===== src/rtl/mem_resp_pkg.sv =====
// Shared types and constants for the mem_responder memory-side protocol responder.
// The LFSR constants are consumed only when MEM_RESP_RAND_LAT_EN is defined.
package mem_resp_pkg;

  localparam int MR_DATA_W = 16;
  localparam int MR_ADDR_W = 16;

  // Right-shifting Galois form of x^8+x^6+x^5+x^4+1.
  localparam logic [7:0] MR_LFSR_SEED = 8'hA5;
  localparam logic [7:0] MR_LFSR_TAPS = 8'hB8;

  typedef enum logic [1:0] {
    MR_IDLE = 2'd0,
    MR_WAIT = 2'd1,
    MR_RESP = 2'd2
  } mr_state_e;

  function automatic logic [7:0] mr_lfsr_step(input logic [7:0] s);
    return {1'b0, s[7:1]} ^ (s[0] ? MR_LFSR_TAPS : 8'h00);
  endfunction

endpackage


===== src/rtl/mem_resp_array.sv =====
// Single-port byte-enabled word store with a registered read port for mem_responder.
module mem_resp_array
  import mem_resp_pkg::*;
#(
  parameter int DEPTH_LOG2 = 8
) (
  input  logic                  clk,
  input  logic                  rst_n,
  input  logic                  we,
  input  logic                  re,
  input  logic [1:0]            be,
  input  logic [DEPTH_LOG2-1:0] idx,
  input  logic [MR_DATA_W-1:0]  wdata,
  output logic [MR_DATA_W-1:0]  rdata
);

  logic [MR_DATA_W-1:0] mem [0:(1<<DEPTH_LOG2)-1];

  // NOTE: the word store has no reset so it maps onto block RAM; only the read register is reset.
  always_ff @(posedge clk) begin
    if (we) begin
      if (be[0]) mem[idx][7:0]  <= wdata[7:0];
      if (be[1]) mem[idx][15:8] <= wdata[15:8];
    end
  end

  always_ff @(posedge clk or negedge rst_n) begin
    if (!rst_n)  rdata <= '0;
    else if (re) rdata <= mem[idx];
  end

endmodule


===== src/rtl/mem_responder.sv =====
// Single-outstanding memory responder: accept, wait a programmable latency, access, pulse resp.
// Defining MEM_RESP_RAND_LAT_EN adds 0..3 cycles of LFSR-driven extra latency per transaction.
module mem_responder
  import mem_resp_pkg::*;
#(
  parameter int LATENCY    = 4,
  parameter int DEPTH_LOG2 = 8
) (
  input  logic                 clk,
  input  logic                 rst_n,
  input  logic                 read,
  input  logic                 write,
  input  logic [MR_ADDR_W-1:0] address,
  input  logic [MR_DATA_W-1:0] wdata,
  input  logic [1:0]           byte_enable,
  output logic                 resp,
  output logic [MR_DATA_W-1:0] rdata,
  output logic                 busy,
  output logic                 proto_err
);

`ifdef MEM_RESP_RAND_LAT_EN
  localparam int CNT_W = 5;
`else
  localparam int CNT_W = 4;
`endif

  mr_state_e             state, state_next;
  logic [CNT_W-1:0]      cnt, cnt_next, eff_lat;
  logic                  op_wr;
  logic [DEPTH_LOG2-1:0] idx_q;
  logic [MR_DATA_W-1:0]  wdata_q;
  logic [1:0]            be_q;
  logic                  drop_seen;

  logic                  req, accept, drop_now;
  logic [DEPTH_LOG2-1:0] idx_in;
  logic                  acc_we, acc_re;
  logic [DEPTH_LOG2-1:0] acc_idx;
  logic [MR_DATA_W-1:0]  acc_wdata;
  logic [1:0]            acc_be;

  logic unused_addr;
  assign unused_addr = ^{address[MR_ADDR_W-1:DEPTH_LOG2+1], address[0]};

  assign idx_in   = address[DEPTH_LOG2:1];
  assign req      = read | write;
  assign accept   = (state == MR_IDLE) && req;
  // Only the first cycle in which the latched request is seen low is an error.
  assign drop_now = (state == MR_WAIT) && !drop_seen && !(op_wr ? write : read);

`ifdef MEM_RESP_RAND_LAT_EN
  logic [7:0] lfsr;

  always_ff @(posedge clk or negedge rst_n) begin
    if (!rst_n) lfsr <= MR_LFSR_SEED;
    else        lfsr <= mr_lfsr_step(lfsr);
  end

  assign eff_lat = CNT_W'(LATENCY) + CNT_W'(lfsr[1:0]);
`else
  assign eff_lat = CNT_W'(LATENCY);
`endif

  // NOTE: sequential state uses non-blocking assignments so every register samples pre-edge values.
  always_ff @(posedge clk or negedge rst_n) begin
    if (!rst_n) state <= MR_IDLE;
    else        state <= state_next;
  end

  // NOTE: each combinational output gets a default first so no path leaves it unassigned (no latch).
  always_comb begin
    state_next = state;
    unique case (state)
      MR_IDLE: if (req) state_next = (eff_lat == CNT_W'(1)) ? MR_RESP : MR_WAIT;
      MR_WAIT: if (cnt == CNT_W'(1)) state_next = MR_RESP;
      MR_RESP: state_next = MR_IDLE;
      default: state_next = MR_IDLE;
    endcase
  end

  // The access fires on the edge entering RESP; with a 1-cycle latency that is the acceptance edge.
  always_comb begin
    cnt_next  = cnt;
    acc_we    = 1'b0;
    acc_re    = 1'b0;
    acc_idx   = idx_q;
    acc_wdata = wdata_q;
    acc_be    = be_q;
    if (state == MR_IDLE) begin
      acc_idx   = idx_in;
      acc_wdata = wdata;
      acc_be    = byte_enable;
      if (req) cnt_next = eff_lat - CNT_W'(1);
      if (state_next == MR_RESP) begin
        acc_we = write;
        acc_re = read & ~write;
      end
    end else if (state == MR_WAIT) begin
      cnt_next = cnt - CNT_W'(1);
      if (state_next == MR_RESP) begin
        acc_we = op_wr;
        acc_re = ~op_wr;
      end
    end
  end

  always_ff @(posedge clk or negedge rst_n) begin
    if (!rst_n) begin
      cnt       <= '0;
      op_wr     <= 1'b0;
      idx_q     <= '0;
      wdata_q   <= '0;
      be_q      <= '0;
      drop_seen <= 1'b0;
      resp      <= 1'b0;
      busy      <= 1'b0;
      proto_err <= 1'b0;
    end else begin
      cnt       <= cnt_next;
      resp      <= (state_next == MR_RESP);
      busy      <= (state_next != MR_IDLE);
      proto_err <= (accept && read && write) || drop_now;
      if (accept) begin
        op_wr     <= write;
        idx_q     <= idx_in;
        wdata_q   <= wdata;
        be_q      <= byte_enable;
        drop_seen <= 1'b0;
      end else if (drop_now) begin
        drop_seen <= 1'b1;
      end
    end
  end

  mem_resp_array #(.DEPTH_LOG2(DEPTH_LOG2)) u_array (
    .clk   (clk),
    .rst_n (rst_n),
    .we    (acc_we),
    .re    (acc_re),
    .be    (acc_be),
    .idx   (acc_idx),
    .wdata (acc_wdata),
    .rdata (rdata)
  );

endmodule


===== config.mk =====
export PLATFORM = sky130hd
export DESIGN_NAME = mem_responder
export DESIGN_NICKNAME = d
export VERILOG_FILES = /design/src/rtl/mem_resp_pkg.sv /design/src/rtl/mem_resp_array.sv /design/src/rtl/mem_responder.sv
export SDC_FILE = /design/constraint.sdc
export NUM_CORES = 2
export LEC_CHECK = 0
export CAP_MARGIN = 20
export CORE_MARGIN = 5
export CORE_UTILIZATION = 65
export CTS_BUF_LIST = sky130_fd_sc_hd__clkbuf_8 sky130_fd_sc_hd__clkbuf_16
export CTS_CLUSTER_DIAMETER = 150
export DETAILED_ROUTE_END_ITERATION = 16
export DONT_BUFFER_PORTS = 1
export PLACE_DENSITY_LB_ADDON = 0.3
export SLEW_MARGIN = 20
export SYNTH_ARGS = -nofsm -noshare
export SYNTH_HDL_FRONTEND = slang
export SYNTH_SLANG_ARGS = --single-unit
export TNS_END_PERCENT = 100

===== constraint.sdc =====
create_clock -name clk -period 9.65 [get_ports clk]
set_clock_uncertainty 0.2 [all_clocks]
set_input_delay 0.965 -clock clk [delete_from_list [all_inputs] [get_ports clk]]
set_output_delay 0.965 -clock clk [all_outputs]
set_load 0.01 [all_outputs]

==> impl_metrics.json <==
{
  "grt_remaining_overflow": 0,
  "crit_chain": "or2_1, o21ai_4, buf_12, buf_12, a22oi_1, a21oi_1, o41ai_1, a41oi_1, a2111oi_1, a21oi_1",
  "multi_input_area_mm2": 0.0272,
  "placed_area_mm2": 0.157,
  "dp.cells": 11743,
  "cp_data_required_time_ns": 10.28,
  "row_count": 179,
  "cts.sinks": 4149,
  "grtUsageTotal_pct": 31.4,
  "die_w_um": 498,
  "worst-path-buf-inv": 2,
  "fin_crit_sh_pct": 66.4,
  "cap_violations": 0,
  "post-synth-top-count-cell": "edfxtp_1",
  "place_ws_ns": 3.86,
  "post_cts_resize_count": 0,
  "cp_max_fo": 156,
  "place_hpwl_mm": 220,
  "layout_setup_ws_ns": 3.25,
  "grt_setup_unrepaired": "false",
  "setup.worst_path.start": "state[1]",
  "areaGrowthSynthToFinish_pct": 10.1,
  "detail-route-antenna-nets": 0,
  "slew_violations": 0,
  "ys_warn_count": 0,
  "die_h_um": 498,
  "seq_area_frac_synth_pct": 80.4,
  "synth_cell_types": 46,
  "routed-via-count": 90747,
  "slowest_delay_ns": 1.07,
  "clk_latency_ns": 1.00,
  "ys.flop_type": "edfxtp_1",
  "path_class": "reg2reg",
  "layout-drive-gt1-share_pct": 8.42,
  "fin_nets": 9054,
  "drtIter0Drc": 15209,
  "slew_headroom_pct": 13.5,
  "fill_cells": 13656,
  "cts_setup_buffers": 0,
  "end_kind": "register",
  "clk_pin_slew_ns": 0.07,
  "coreArea_mm2": 0.237,
  "post-synth-top-area-fraction_pct": 79.6,
  "ff2ff_setup_slack_ns": 3.25,
  "min_from": "read",
  "syn_area_per_cell_um2": 17.0,
  "syn_inst": 9103,
  "antenna_found_initial": 18,
  "synth_edf_count": 4096,
  "cp_slowest_cell": "a2111oi_1",
  "hold_viol_final": 0,
  "synth_top_cell_by_area": "edfxtp_1",
  "fin_util_pct": 71.7,
  "worstPathArrival_ns": 7.04,
  "final_cell_area_mm2": 0.170,
  "synthTopCellsByCount": "edfxtp_1, a22oi_1, a21oi_1, nor2_1, buf_2",
  "syn_nets": 9143,
  "grt_max_degree": 208,
  "port-buffer-count": 0,
  "h-tree-depth": 5,
  "initial_core_util_pct": 65.1,
  "ios": 57,
  "p_leak_nw": 51.2,
  "ir_drop_mv": 0.441,
  "layoutNonFillerInstCount": 12512,
  "syn_area_mm2": 0.155,
  "max_freq_mhz": 156,
  "fin_tns_setup_ns": 0,
  "synth.area.top_cells": "edfxtp_1, a22oi_1, a21oi_1",
  "cp_top_family": "compound AO/OA/AOI/OAI gates",
  "viasPerCell": 7.25,
  "power.density_mw_per_mm2": 330,
  "drc": 0,
  "setup-violations-final": 0,
  "cts-root-buf": "clkbuf_16",
  "wl_per_cell_um": 31.8,
  "reg2reg_from": "state[1]",
  "regArea_mm2": 0.124,
  "cts_buffers": 408,
  "gp_congestion": 0.872,
  "async_reset_ff_share_pct": 1.28,
  "ctsLongestPathBuffers": 4,
  "tightest_slew_ns": 1.30,
  "cts_tree": "yes",
  "cp-start-kind": "register",
  "status": "complete, no violations",
  "fin_crit_ns": 6.40,
  "dieArea_mm2": 0.248,
  "hold_path.class": "in2reg",
  "ys_ff_latch": 4149,
  "drt_wl_total_mm": 398,
  "grt_pass1_wl_mm": 578,
  "grt_pass1_vias": 87085,
  "dr.pass1.iters": 7
}
[cells in the final DEF (no fill, tap or decap), drive strengths merged, types with 2 or more instances in the layout]
master	count
inv	87
o221ai	9
a2111oi	8
o22ai	11
a221oi	8
nor4	47
o31ai	5
nand4	24
nor2	537
clkbuf	412
nand2b	9
buf	165
clkinvlp	18
o31a	3
clkinv	173
dfrtp	53
nor3	2
a31oi	3
o211ai	2
nand3	37
dlygate4sd3	27
nand2	163
or4b	2
ha	2
bufinv	39
a21oi	1055
diode	20
a41oi	26
a22oi	2048
o21ai	22
o21a	5
nand3b	9
edfxtp	4096
o41ai	211
[final timing paths]
| path | endpoint | depth (start not counted) |
|---|---|---|
| max | u_array.rdata[11] | 10 |
| min | drop_seen | 3 |
| max reg2reg | u_array.rdata[11] | 10 |
| min reg2reg | wdata_q[15] | 2 |
| max in group asynchronous | u_array.rdata[13] | 2 |
| min in group asynchronous | wdata_q[14] | 2 |
[timing repair]
| action | 4_1_cts | 5_1_grt |
|---|---|---|
| endpoints found under the setup margin | 0 | 0 |
| endpoints found under the hold margin | 78 | 0 |
| hold buffers | 28 | 0 |
[metrics by stage]
step | hold slack (ns) | power, W
floorplan | 0.246 | 0.0350
CTS | 0.00441 | 0.0557
detailed placement | 0.268 | 0.0407
global placement | 0.269 | 0.0401
finish | 0.0533 | 0.0562
global route | 0.0444 | 0.0577
[flip-flops by register name, indices dropped and copies added, names as in the netlist]
| name | cells |
|---|---|
| drop_seen | 1 |
| proto_err | 1 |
| state | 2 |
| u_array.rdata | 16 |
| be_q | 2 |
| op_wr | 1 |
| idx_q | 8 |
| cnt | 4 |
| busy | 1 |
| wdata_q | 16 |
| resp | 1 |
| u_array.mem | 4096 |
[logic make-up after synthesis]
family	Yosys count	synth area share, %
flip-flops	4149	80.4
AO/OA/AOI/OAI	3417	15.1
AND/OR/NAND/NOR	834	2.24
buffers and inverters	699	2.23
adder cells (fa/ha/maj)	2	0.0162
XOR/XNOR	1	0.00567
multiplexers	1	0.00648
[final cells by class]
| cell class | instances | area share, % |
|---|---|---|
| flip-flops and latches | 4149 | 73.0 |
| multi-input cells | 4255 | 16.0 |
| clock buffers | 412 | 6.05 |
| well taps | 3167 | 2.33 |
| clock inverters | 309 | 1.43 |
| repair buffers | 192 | 1.15 |
| diodes | 20 | 0.0294 |
| inverters | 8 | 0.0176 |
[layer usage]
layer / vias to the layer above / part of all wire [%] / track usage (%)
li1: 37326 / - / -
met1: 45061 / 35 / 43.7
met2: 7239 / 46 / 47.8
met3: 1111 / 13 / 7.47
met4: 10 / 5.6 / 15.1
met5: - / 0.014 / 0
[where the power goes]
part | leakage (nW) | internal [W] | switching, W
combinational | 6.96 | 0.00375 | 0.0135
sequential | 37.7 | 0.0236 | 0.000190
clock | 6.53 | 0.00874 | 0.00646
total | 51.2 | 0.0360 | 0.0201
[worst reg2reg max path, stage by stage (launching register included)]
cell and delay (ns):
dfrtp_1 0.67, or2_1 0.87, o21ai_4 0.23, buf_12 0.24, buf_12 0.58, a22oi_1 0.57
a21oi_1 0.14, o41ai_1 1.01, a41oi_1 0.49, a2111oi_1 1.07, a21oi_1 0.17
Power figures use the tool's default switching activity.
